### src/rtl/divider_if.sv
// Request/result bundle for the sequential divider.
// The master drives the start request and operands; the slave (the divider)
// returns the registered quotient/remainder with busy/done status.
interface divider_if #(
    parameter int M = 26,
    parameter int N = 14
);
    logic         en;
    logic [M-1:0] dividend;
    logic [N-1:0] divisor;
    logic [M-1:0] quotient;
    logic [N-1:0] remainder;
    logic         busy;
    logic         done;

    modport master (
        output en, dividend, divisor,
        input  quotient, remainder, busy, done
    );

    modport slave (
        input  en, dividend, divisor,
        output quotient, remainder, busy, done
    );
endinterface

### src/rtl/divider.sv
// Sequential unsigned restoring divider.
// Retires one quotient bit per clock, MSB first: M iteration cycles per
// division plus one cycle to publish the result. A start fires on a rising
// edge of en (en must be seen low before another start is accepted).
module divider #(
    parameter int M = 26,
    parameter int N = 14
) (
    input  logic      clk,
    input  logic      rst,
    divider_if.slave  bus
);
    localparam int CW = $clog2(M + 1);

    typedef enum logic [1:0] {
        S_IDLE,
        S_RUN,
        S_DONE
    } state_t;

    state_t         r_state;
    logic           r_armed;
    logic [M-1:0]   r_work;       // dividend bits shift out the top, quotient bits shift in the bottom
    logic [N-1:0]   r_divisor;
    logic [N-1:0]   r_rem;        // partial remainder; always < divisor (or exact low bits for /0)
    logic [CW-1:0]  r_count;
    logic [M-1:0]   r_quotient;
    logic [N-1:0]   r_remainder;
    logic           r_busy;
    logic           r_done;

    logic [N:0]     w_shift;
    logic           w_ge;
    logic [N-1:0]   w_diff;

    // One restoring step: bring down the next dividend bit and trial-subtract.
    // The full N+1-bit value decides the compare; the difference itself
    // always fits in N bits, so only the low bits are subtracted.
    assign w_shift = {r_rem, r_work[M-1]};
    assign w_ge    = (w_shift >= {1'b0, r_divisor});
    assign w_diff  = w_shift[N-1:0] - r_divisor;

    // Control FSM, datapath iteration and registered outputs.
    // NOTE: all state here uses non-blocking assignments so every register
    // samples the pre-edge values of the others, regardless of statement order.
    always_ff @(posedge clk or posedge rst) begin
        if (rst) begin
            r_state     <= S_IDLE;
            r_armed     <= 1'b1;
            r_work      <= '0;
            r_divisor   <= '0;
            r_rem       <= '0;
            r_count     <= '0;
            r_quotient  <= '0;
            r_remainder <= '0;
            r_busy      <= 1'b0;
            r_done      <= 1'b0;
        end else begin
            r_done <= 1'b0;
            if (!bus.en) begin
                r_armed <= 1'b1;
            end

            case (r_state)
                S_IDLE: begin
                    if (bus.en && r_armed) begin
                        r_work    <= bus.dividend;
                        r_divisor <= bus.divisor;
                        r_rem     <= '0;
                        r_count   <= CW'(M);
                        r_armed   <= 1'b0;
                        r_busy    <= 1'b1;
                        r_state   <= S_RUN;
                    end
                end

                S_RUN: begin
                    r_rem   <= w_ge ? w_diff : w_shift[N-1:0];
                    r_work  <= {r_work[M-2:0], w_ge};
                    r_count <= r_count - 1'b1;
                    if (r_count == CW'(1)) begin
                        r_state <= S_DONE;
                    end
                end

                S_DONE: begin
                    r_quotient  <= r_work;
                    r_remainder <= r_rem;
                    r_done      <= 1'b1;
                    r_busy      <= 1'b0;
                    r_state     <= S_IDLE;
                end

                default: r_state <= S_IDLE;
            endcase
        end
    end

    assign bus.quotient  = r_quotient;
    assign bus.remainder = r_remainder;
    assign bus.busy      = r_busy;
    assign bus.done      = r_done;
endmodule

### src/flat_wrapper.sv
// flat-port wrapper written by rule: the top's interface ports become plain ports
module divider_flat 
#(
    parameter int M = 26,
    parameter int N = 14
)
  (clk, rst, bus_en, bus_dividend, bus_divisor, bus_quotient, bus_remainder, bus_busy, bus_done);
  divider_if #(.M(M), .N(N)) bus_i ();
  input  logic clk;
  input  logic rst;
  input wire logic [$bits(bus_i.en)-1:0] bus_en;
  input wire logic [$bits(bus_i.dividend)-1:0] bus_dividend;
  input wire logic [$bits(bus_i.divisor)-1:0] bus_divisor;
  output wire logic [$bits(bus_i.quotient)-1:0] bus_quotient;
  output wire logic [$bits(bus_i.remainder)-1:0] bus_remainder;
  output wire logic [$bits(bus_i.busy)-1:0] bus_busy;
  output wire logic [$bits(bus_i.done)-1:0] bus_done;
  assign bus_i.en = bus_en;
  assign bus_i.dividend = bus_dividend;
  assign bus_i.divisor = bus_divisor;
  assign bus_quotient = bus_i.quotient;
  assign bus_remainder = bus_i.remainder;
  assign bus_busy = bus_i.busy;
  assign bus_done = bus_i.done;
  divider #(.M(M), .N(N)) u_core (.clk(clk), .rst(rst), .bus(bus_i));
endmodule
### config.mk
export PLATFORM = sky130hd
export DESIGN_NAME = divider_flat
export DESIGN_NICKNAME = d
export VERILOG_FILES = /design/src/rtl/divider_if.sv /design/src/rtl/divider.sv /design/src/flat_wrapper.sv
export SDC_FILE = /design/constraint.sdc
export NUM_CORES = 1
export LEC_CHECK = 0
export ABC_AREA = 1
export BUFFER_PORTS_ARGS = -buffer_cell sky130_fd_sc_hd__buf_2
export CORE_MARGIN = 5
export CORE_UTILIZATION = 63
export CTS_BUF_LIST = sky130_fd_sc_hd__clkbuf_4
export DETAILED_ROUTE_END_ITERATION = 16
export GPL_TIMING_DRIVEN = 0
export MAX_ROUTING_LAYER = met4
export PLACE_DENSITY_LB_ADDON = 0.08
export SLEW_MARGIN = 20
export SYNTH_ARGS = -nofsm -noshare
export SYNTH_HDL_FRONTEND = slang
export SYNTH_SLANG_ARGS = --single-unit
### constraint.sdc
create_clock -name clk -period 8.7 [get_ports clk]
set_clock_uncertainty 0.15 [all_clocks]
set_input_delay 0.87 -clock clk [delete_from_list [all_inputs] [get_ports clk]]
set_output_delay 0.87 -clock clk [all_outputs]
set_load 0.05 [all_outputs]
==> Yosys cells after proc, flatten, opt, wreduce, memory -nomap -nowiden <==
Cells that the tools add are included.
{ "classes": {"shift": 0, "mux": 16, "bitwise_logic": 0, "eq_ne": 5, "n_mul": 0, "div_mod_pow": 0, "n_lt_le_gt_ge": 1, "n_reduce_logical": 8, "n_addsub": 2} }
{ "op_table": {"columns": ["cell", "count"], "rows": [
  ["26-bit one-hot mux with 2 select lines", 1],
  ["14-bit two-way mux", 2],
  ["14-bit one-hot mux with 2 select lines", 1],
  ["26-bit two-way mux", 1],
  ["15-bit by 14-bit greater-or-equal comparator with 1-bit output", 1],
  ["14-bit subtractor", 1],
  ["5-bit one-hot mux with 2 select lines", 1],
  ["2-bit AND reduction", 4],
  ["5-bit by 1-bit == test with 1-bit output (second input constant)", 1],
  ["1-bit two-way mux", 5],
  ["5-bit two-way mux", 1],
  ["5-bit by 1-bit subtractor with 5-bit output (second input constant)", 1],
  ["2-bit two-way mux", 2],
  ["2-bit by 1-bit inequality test with 1-bit output (second input constant)", 2],
  ["2-bit one-hot mux with 2 select lines", 1],
  ["2-bit nonzero test", 2],
  ["2-bit by 1-bit == test with 1-bit output (second input constant)", 1],
  ["2-bit == test (second input constant)", 1],
  ["2-bit zero test", 1],
  ["1-bit one-hot mux with 2 select lines", 1],
  ["1-bit logical AND", 1]
]} }
{ "word_totals": {"reg_bits": 104, "word_cells": 42, "n_memories": 0, "mem_bits_ro": 0, "latch_bits": 0, "inputBits": 43, "ramBits": 0, "output_inout_bits": 42} }

==> Logic depth before layout (Yosys ltp) <==
Gate-level depths: netlist (run 1).
{ "logic_depth": {"depth_word": 3, "ltp_mapped": 14, "depth_no_buf": 14} }

==> Least setup slack after synthesis (run 1) <==
No wires, ideal clock.
{ "synth_timing": {"path_type": "flip-flop to flip-flop", "start": "register u_core.r_divisor[0]", "end": "register u_core.r_rem[6]", "n_path_buf": 0, "path_slack_ns": 6.807, "path_stages_with_launch": 12, "arrival_time_ns": 1.627, "setup_ns": 0.115, "t_required_ns": 8.435, "path_cell_list": "dfrtp_1 > ha_1 > fa_1 > inv_1 > nand3_1 > nand3_1 > nand2_1 > nand2_1 > xnor2_1 > nand2_2 > nand3_2 > nand2_2"} }
{ "synth_between": {"elab_chain_cells": 3} }
{ "synth_rtl": {"columns": ["item", "line", "text"], "rows": [
  ["from (decl)", "divider.sv:24", "logic [N-1:0] r_divisor;"],
  ["from (signal assigned)", "divider.sv:68", "r_divisor <= bus.divisor;"],
  ["14-bit subtractor or 15-bit by 14-bit greater-or-equal comparator with 1-bit output (tied branches)", "divider.sv:41, divider.sv:40", null],
  ["14-bit two-way mux *", "divider.sv:78", "r_rem <= w_ge ? w_diff : w_shift[N-1:0];"],
  ["14-bit one-hot mux with 2 select lines *", "divider.sv:64", "case (r_state)"],
  ["to (signal assigned)", "divider.sv:78", null],
  ["to (decl)", "divider.sv:25", "logic [N-1:0] r_rem;"]
]} }
Mark *: on every way between the ends. The rest lies on a longest branch, timed or not.
A chain may end at the register's enable or synchronous reset.

==> Worst setup path in the final report (run 1) <==
{ "layout_timing": {"start": "register u_core.r_divisor[0]", "end": "register u_core.r_rem[8]"} }
The elaborated chain is that of the path after synthesis.

==> summary.md, run 1 <==
| Metric | Value |
|---|---|
| Tightest Hold Check Type | `input pin to async pin` |
| Wire length of the first global-routing pass | `20,700 um` |
| Routability Congestion | `between 0.9 and 1` |
| Fraction of layout cells with a size suffix above 1 | `0.225` |
| Worst slew pin tran | `approximately 0.45 ns` |
| CTS tree | `yes` |
| Reg clk slew, reported paths | `~0.17 ns` |
| Mean instance size in the synthesized netlist | `approximately 8.4 um2` |
| Count of endpoints failing setup in the final report | `0` |
| Number of standard cells in the layout, taps in and fillers out | `approximately 840` |
| Antenna violations before repair | `0` |
| Element type at the critical path end | `register` |
| Horizontal die dimension | `around 100 um` |
| Vias after detailed routing | `about 4.5k` |
| Clk root buf | `sky130_fd_sc_hd__clkbuf_4` |
| Async set-or-reset flop fraction in the synthesized netlist | `1.00` |
| GRT Overall Usage | `0.258` |
| Cells traversed along the worst timing path | `ha_1 > fa_1 > inv_1 > nand3_1 > nand3_1 > nand2_1 > nand3_1 > nand2_1 > nand2_1 > nand2_2 > nand3_2 > nand2_1` |
| Type of element launching the critical path | `register` |
| Post-route clock period utilization | `0.257` |
| Routed wire length | `about 12,000 um` |
| Count of nets after finishing | `between 700 and 800` |
| Power density normalized to cell area | `about 410 mW/mm2` |
| Layout overhead on the synthesized area | `13.4%` |
| Routed wirelength normalized by instance count | `between 10 and 15 um` |
| Setup TNS | `0 ns` |
| Number of max-slew violations in the final report | `0` |
| DPL Wire Length | `9250 um` |
| Detailed-routing iteration count for the pre-antenna-repair pass | `5` |
| Netlist area before placement | `around 0.0053 mm2` |
| Leftover overflow at the end of global routing | `0` |
| Worst path required time | `roughly 8.9 ns` |
| Chip Height | `between 100 and 150 um` |
| Post-route ant nets | `0` |
| Status | `finished, final reports clean` |
| Via count of the first global-routing pass | `4,568` |
| Worst-path maximum fanout | `4` |
| Cell repeated most along the worst path | `sky130_fd_sc_hd__nand2_1` |
| Cell variety after synth | `33` |
| Maximum resistive drop on vdd | `0.000248 V` |
| TritonCTS Buffers | `9` |
| Maxcap violations | `0` |
| Number of synthesized flops with an enable pin | `0` |
| Starting Density | `0.649` |
| Register bit count reported by yosys | `104` |
| Area of the core region | `just over 0.008 mm2` |
| RSZ-0062 raised after global routing | `false` |
| FP Rows | `33` |
| Post-CTS Hold Buffers | `0` |
| Clk sinks | `~100` |
| Ant diodes | `0` |
| Max Buffers Root-to-Sink | `2` |
| Area share of the leading cell type in the synthesized netlist | `0.483` |
| Leakage component of the power | `approximately 3.3 nW` |
| Count of H-tree levels built during CTS | `3` |
| Placed Instances | `822` |
| Area of the die | `0.0104 mm2` |
| Final period demand of the worst path | `2.23 ns` |
| Seq/Total Area, Yosys | `0.488` |
| Post-CTS Setup Inserts | `0` |
| Highest clock frequency the design can meet | `around 450 MHz` |
| Post-cts resize count | `0` |
| Final design utilization | `0.736` |
| Biggest area consumer among synthesized cells | `sky130_fd_sc_hd__dfrtp_1` |
| Cell area after placement | `between 0.005 and 0.006 mm2` |
| Largest net degree at the start of global routing | `62` |
| DRC violation count after routing | `0` |
| Count of input and output buffers | `84` |
| Top area cells in the synthesized netlist | `sky130_fd_sc_hd__dfrtp_1 48%, sky130_fd_sc_hd__nand2_1 12%, sky130_fd_sc_hd__o21ai_0 7.9%, sky130_fd_sc_hd__inv_1 6.4%, sky130_fd_sc_hd__ha_1 3.8%` |
| I/O Pins | `85` |
| Start-to-end type of the worst setup path | `register to register` |
| Critical Path Slowest Stage Cell | `sky130_fd_sc_hd__dfrtp_1` |
| Data arrival time of the critical path | `between 2 and 2.5 ns` |
| Slew HR | `0.698` |
| Vias per inst | `5.35` |
| Clock Latency Late Sink | `~0.47 ns` |
| Post-route cell area | `0.00604 mm2` |
| Hold Vio Cnt, Final | `0` |
| Top flip-flop cell by instance count after synthesis | `sky130_fd_sc_hd__dfrtp_1` |
| Post-Syn Instances | `~630` |
| Synth Net Count | `slightly below 700` |
| Maximum cell stage delay along the critical path | `0.44 ns` |
| Iteration-0 DRC Markers | `between 200 and 250` |
| Number of warnings reported in the yosys synthesis log | `0` |
==> logic make-up after synthesis <==
logic type | synth area share
AND/OR/NAND/NOR | 0.236
buffers and inverters | 0.102
AO/OA/AOI/OAI | 0.123
adder cells (fa/ha/maj) | 0.0413
XOR/XNOR | 0.00985
flip-flops | 0.488
==> path summary, 6_finish.rpt <==
path	from	end	slack, ns	depth (start not counted)
worst max-delay path	u_core.r_divisor[0]	u_core.r_rem[8]	6.47	12
worst min-delay path	rst	u_core.bus.quotient[3]	0.24	2
worst max register to register	u_core.r_divisor[0]	u_core.r_rem[8]	6.47	12
worst min register to register	u_core.r_count[4]	u_core.r_count[4]	0.34	1
max in group asynchronous	rst	u_core.bus.remainder[4]	7.53	3
min in group clk	u_core.r_count[4]	u_core.r_count[4]	0.34	1
==> report_power, final <==
part           switching (W)  internal, W
Clock               0.000170    0.0000661
Sequential         0.0000974     0.000658
Combinational       0.000954     0.000534
Total                0.00122      0.00126
==> layout by cell type, fill, tap and decap left out, types with 3 or more instances in the layout <==
cell type / instances
sky130_fd_sc_hd__buf_2: 89
sky130_fd_sc_hd__ha_1: 16
sky130_fd_sc_hd__a21oi_1: 3
sky130_fd_sc_hd__xnor2_1: 5
sky130_fd_sc_hd__clkbuf_8: 3
sky130_fd_sc_hd__inv_1: 90
sky130_fd_sc_hd__nor2_1: 15
sky130_fd_sc_hd__clkbuf_4: 10
sky130_fd_sc_hd__nand4_1: 18
sky130_fd_sc_hd__inv_2: 11
sky130_fd_sc_hd__clkbuf_1: 11
sky130_fd_sc_hd__nand3_2: 7
sky130_fd_sc_hd__nand2_1: 168
sky130_fd_sc_hd__a22oi_1: 26
sky130_fd_sc_hd__nand2_2: 21
sky130_fd_sc_hd__nand3_1: 25
sky130_fd_sc_hd__dfrtp_1: 103
sky130_fd_sc_hd__nand2_4: 3
sky130_fd_sc_hd__o21ai_0: 84
==> cells in the mapped netlist, types with 11 or more instances <==
master                     count
sky130_fd_sc_hd__a22oi_1      26
sky130_fd_sc_hd__clkbuf_1     11
sky130_fd_sc_hd__dfrtp_1     103
sky130_fd_sc_hd__ha_1         16
sky130_fd_sc_hd__inv_1        91
sky130_fd_sc_hd__inv_2        11
sky130_fd_sc_hd__nand2_1     168
sky130_fd_sc_hd__nand2_2      21
sky130_fd_sc_hd__nand3_1      25
sky130_fd_sc_hd__nand4_1      18
sky130_fd_sc_hd__nor2_1       15
sky130_fd_sc_hd__o21ai_0      84
==> metrics by stage <==
step | total power, W | setup slack, ns | hold WS, ns
2_1_floorplan | 0.00194 | 4.95 | 0.293
3_3_place_gp | 0.00220 | 3.87 | 0.310
3_5_place_dp | 0.00225 | 6.38 | 0.318
4_1_cts | 0.00249 | 6.48 | 0.217
5_1_grt | 0.00272 | 6.33 | 0.257
6_report | 0.00248 | 6.47 | 0.243
==> cell type report <==
class / instances / area (um2)
clock inverter: 6 / 52.6
multi-input combinational: 402 / 2180
timing repair buffer: 85 / 448
inverter: 102 / 388
buffer: 24 / 163
tap: 105 / 131
sequential: 104 / 2600
clock buffer: 10 / 75.1
fill: 647 / 2170
==> layer usage <==
metal | up-vias | share of wire | routed length (um) | track usage
met5 | - | 0 | 0 | -
met4 | 0 | 0.019 | 224 | 0.0848
met3 | 23 | 0.051 | 615 | 0.0389
met2 | 114 | 0.51 | 6080 | 0.441
met1 | 2120 | 0.42 | 5100 | 0.314
li1 | 2224 | - | - | -
==> worst max-delay path, delay by kind of cell (launching register included) <==
family	cells	cell delay (ns)
AND/OR/NAND/NOR	9	0.77
flip-flops	1	0.44
buffers and inverters	1	0.11
adder cells (fa/ha/maj)	2	0.66
==> flip-flops by register name, summed over array words and instances (netlist names) <==
name	flops
u_core.bus.quotient	26
u_core.r_work	26
u_core.bus.remainder	14
u_core.r_divisor	14
u_core.r_rem	14
u_core.r_count	5
u_core.r_state	2
u_core.bus.busy	1
u_core.bus.done	1
u_core.r_armed	1
Power figures use the tool's default switching activity.
==> run 2, diff against run 1 <==
- CORE_UTILIZATION: 63 -> 53
- clock period: 8.7 -> 1.8 ns (I/O delays scaled with it)
==> run 2 against run 1 <==
The flow now finishes with violations (setup timing). Worst hold slack lost 0.15 ns. Maximum frequency rose by 13%. Sequential share of layout area is 7.7 points lower. Largest cell class unchanged.
==> summary.md, run 2 (synthesis gave the netlist of run 1 again) <==
| Metric | Value |
|---|---|
| Chip Height | `about 110 um` |
| Count of H-tree levels built during CTS | `3` |
| Maximum resistive drop on vdd | `around 0.0015 V` |
| Clock Latency Late Sink | `about 0.46 ns` |
| Area of the core region | `just under 0.01 mm2` |
| Post-route ant nets | `0` |
| Maxcap violations | `0` |
| Routed wire length | `approximately 15,000 um` |
| Depth of the worst register-to-register path | `11` |
| Fraction of layout cells with a size suffix above 1 | `0.359` |
| Via count of the first global-routing pass | `roughly 5k` |
| Tightest Hold Check Type | `input pin to async pin` |
| Area of the die | `about 0.012 mm2` |
| Wire length of the first global-routing pass | `23,400 um` |
| Hold Vio Cnt, Final | `0` |
| Worst Setup Slack, final | `-0.176 ns` |
| Path length in cells of the critical path | `11` |
| Cell repeated most along the worst path | `sky130_fd_sc_hd__nand2_2` |
| Number of max-slew violations in the final report | `0` |
| Final period demand of the worst path | `1.98 ns` |
| Clk sinks | `between 100 and 150` |
| DRC violation count after routing | `0` |
| Flop-to-flop setup slack | `-0.18 ns` |
| Violated checks | `setup timing` |
| Data arrival time of the critical path | `~2.2 ns` |
| Critical path launch point | `u_core.r_rem[4]` |
| Worst Setup Slack post-DPL | `-0.202 ns` |
| Top Family by Delay on Critical Path | `simple AND/OR/NAND/NOR gates` |
| Detailed-routing iteration count for the pre-antenna-repair pass | `5` |
| Routability Congestion | `slightly above 0.9` |
| Element type at the critical path end | `register` |
| Clk root buf | `sky130_fd_sc_hd__clkbuf_4` |
| Reg clk slew, reported paths | `between 0.15 and 0.2 ns` |
| Vias per inst | `between 5 and 6` |
| TritonCTS Buffers | `9` |
| Horizontal die dimension | `110 um` |
| Max Buffers Root-to-Sink | `2` |
| Ant diodes | `0` |
| Count of input and output buffers | `84` |
| RSZ-0062 raised after global routing | `true` |
| Count of endpoints failing setup in the final report | `15` |
| Most common cell after layout, fill and taps aside | `sky130_fd_sc_hd__nand2_1` |
| Largest net degree at the start of global routing | `32` |
| Count of nets after finishing | `about 880` |
| Worst path required time | `between 2 and 2.5 ns` |
| Layout overhead on the synthesized area | `38.1%` |
| Worst slew pin tran | `between 0.5 and 0.6 ns` |
| Post-route clock period utilization | `1.10` |
| DPL Wire Length | `9680 um` |
| Maximum cell stage delay along the critical path | `approximately 0.47 ns` |
| Leakage component of the power | `roughly 3.8 nW` |
| Highest clock frequency the design can meet | `about 510 MHz` |
| Leftover overflow at the end of global routing | `0` |
| Capture point of the worst path | `u_core.r_rem[6]` |
| I/O Pins | `85` |
| Starting Density | `0.546` |
| Worst-path maximum fanout | `5` |
| Type of element launching the critical path | `register` |
| Vias after detailed routing | `between 4k and 5k` |
| Number of buffer and inverter instances along the worst setup path | `2` |
| Start-to-end type of the worst setup path | `register to register` |
| RR Endpoint | `u_core.r_rem[6]` |
| Iteration-0 DRC Markers | `261` |
| Slew HR | `0.663` |
| Status | `complete, but fails checks` |
| Antenna violations before repair | `0` |
| FP Rows | `36` |
| GRT Overall Usage | `0.254` |
| Final design utilization | `0.753` |
| Routed wirelength normalized by instance count | `about 15 um` |
| Critical Path Slowest Stage Cell | `sky130_fd_sc_hd__dfrtp_1` |
| Fillers | `between 700 and 800` |
| Cells traversed along the worst timing path | `ha_4 > nand2_2 > inv_2 > nand2_4 > nor2_8 > nand3_4 > nand3_4 > clkbuf_16 > nand2_2 > nand3_2 > nand2_2` |
| Reg-to-reg startpoint | `u_core.r_rem[4]` |
| Commonest non-fill, non-tap cells in the layout | `138 x sky130_fd_sc_hd__nand2_1, 100 x sky130_fd_sc_hd__dfrtp_1, 89 x sky130_fd_sc_hd__buf_2, 84 x sky130_fd_sc_hd__o21ai_0, 77 x sky130_fd_sc_hd__inv_1` |
| Power density normalized to cell area | `roughly 2100 mW/mm2` |
| CTS tree | `yes` |
run 2: metrics by stage:
step	power (W)	hold WS (ns)	instances	setup TNS, ns	area [um2]
global placement	0.0110	0.175	849	-48.05	6020
floorplan	0.00964	0.0735	632	0	5440
detailed placement	0.0113	0.0469	853	-4.48	6130
finish	0.0153	0.0903	953	-2.34	7360
global route	0.0165	0.101	953	-4.55	7360
CTS	0.0139	0.0559	936	-1.38	7070
run 2: timing repair:
| item | CTS | global route |
|---|---|---|
| pin swaps | 12 | 27 |
| hold endpoints to repair | 77 | 0 |
| gates cloned | 0 | 1 |
| hold buffers | 42 | 0 |
| gates resized for setup | 42 | 53 |
| setup endpoints to repair | 35 | 52 |
| setup buffers | 25 | 16 |
run 2: final cells by class:
cell class	count	area [um2]	share of cell area
clock inverter	6	62.6	0.00849
inverter	102	392	0.0532
clock buffer	10	75.1	0.0102
buffer	24	166	0.0226
timing repair buffer	172	1290	0.175
tap	133	166	0.0226
sequential	104	2610	0.354
multi-input combinational	402	2610	0.354
run 2: tightest hold or removal path: stages:
cell	delay, ns
sky130_fd_sc_hd__dlygate4sd3_1	0.54
sky130_fd_sc_hd__buf_2	0.14
sky130_fd_sc_hd__clkinvlp_4	0.29
run 2: metal layers:
metal,global-route usage,part of all wire
met5,-,0
met4,0.0985,0.031
met3,0.0361,0.044
met2,0.437,0.52
met1,0.303,0.41
run 2: worst min-delay path by stage:
stage | slack (ns) | end | from | cells after the start
after floorplan | 0.07 | u_core.r_armed | bus_en | 1
after detailed placement | 0.05 | u_core.bus.quotient[18] | rst | 2
final | 0.09 | u_core.bus.quotient[18] | rst | 3
after CTS | 0.06 | u_core.bus.quotient[18] | rst | 3
after global routing | 0.10 | u_core.bus.quotient[18] | rst | 3
after global placement | 0.17 | u_core.r_armed | bus_en | 2
run 2: where the power goes:
part | switching [W] | leakage (nW) | internal [W]
clock | 0.000865 | 0.0762 | 0.000338
sequential | 0.000543 | 1.31 | 0.00319
combinational | 0.00592 | 2.45 | 0.00447
total | 0.00732 | 3.84 | 0.00799
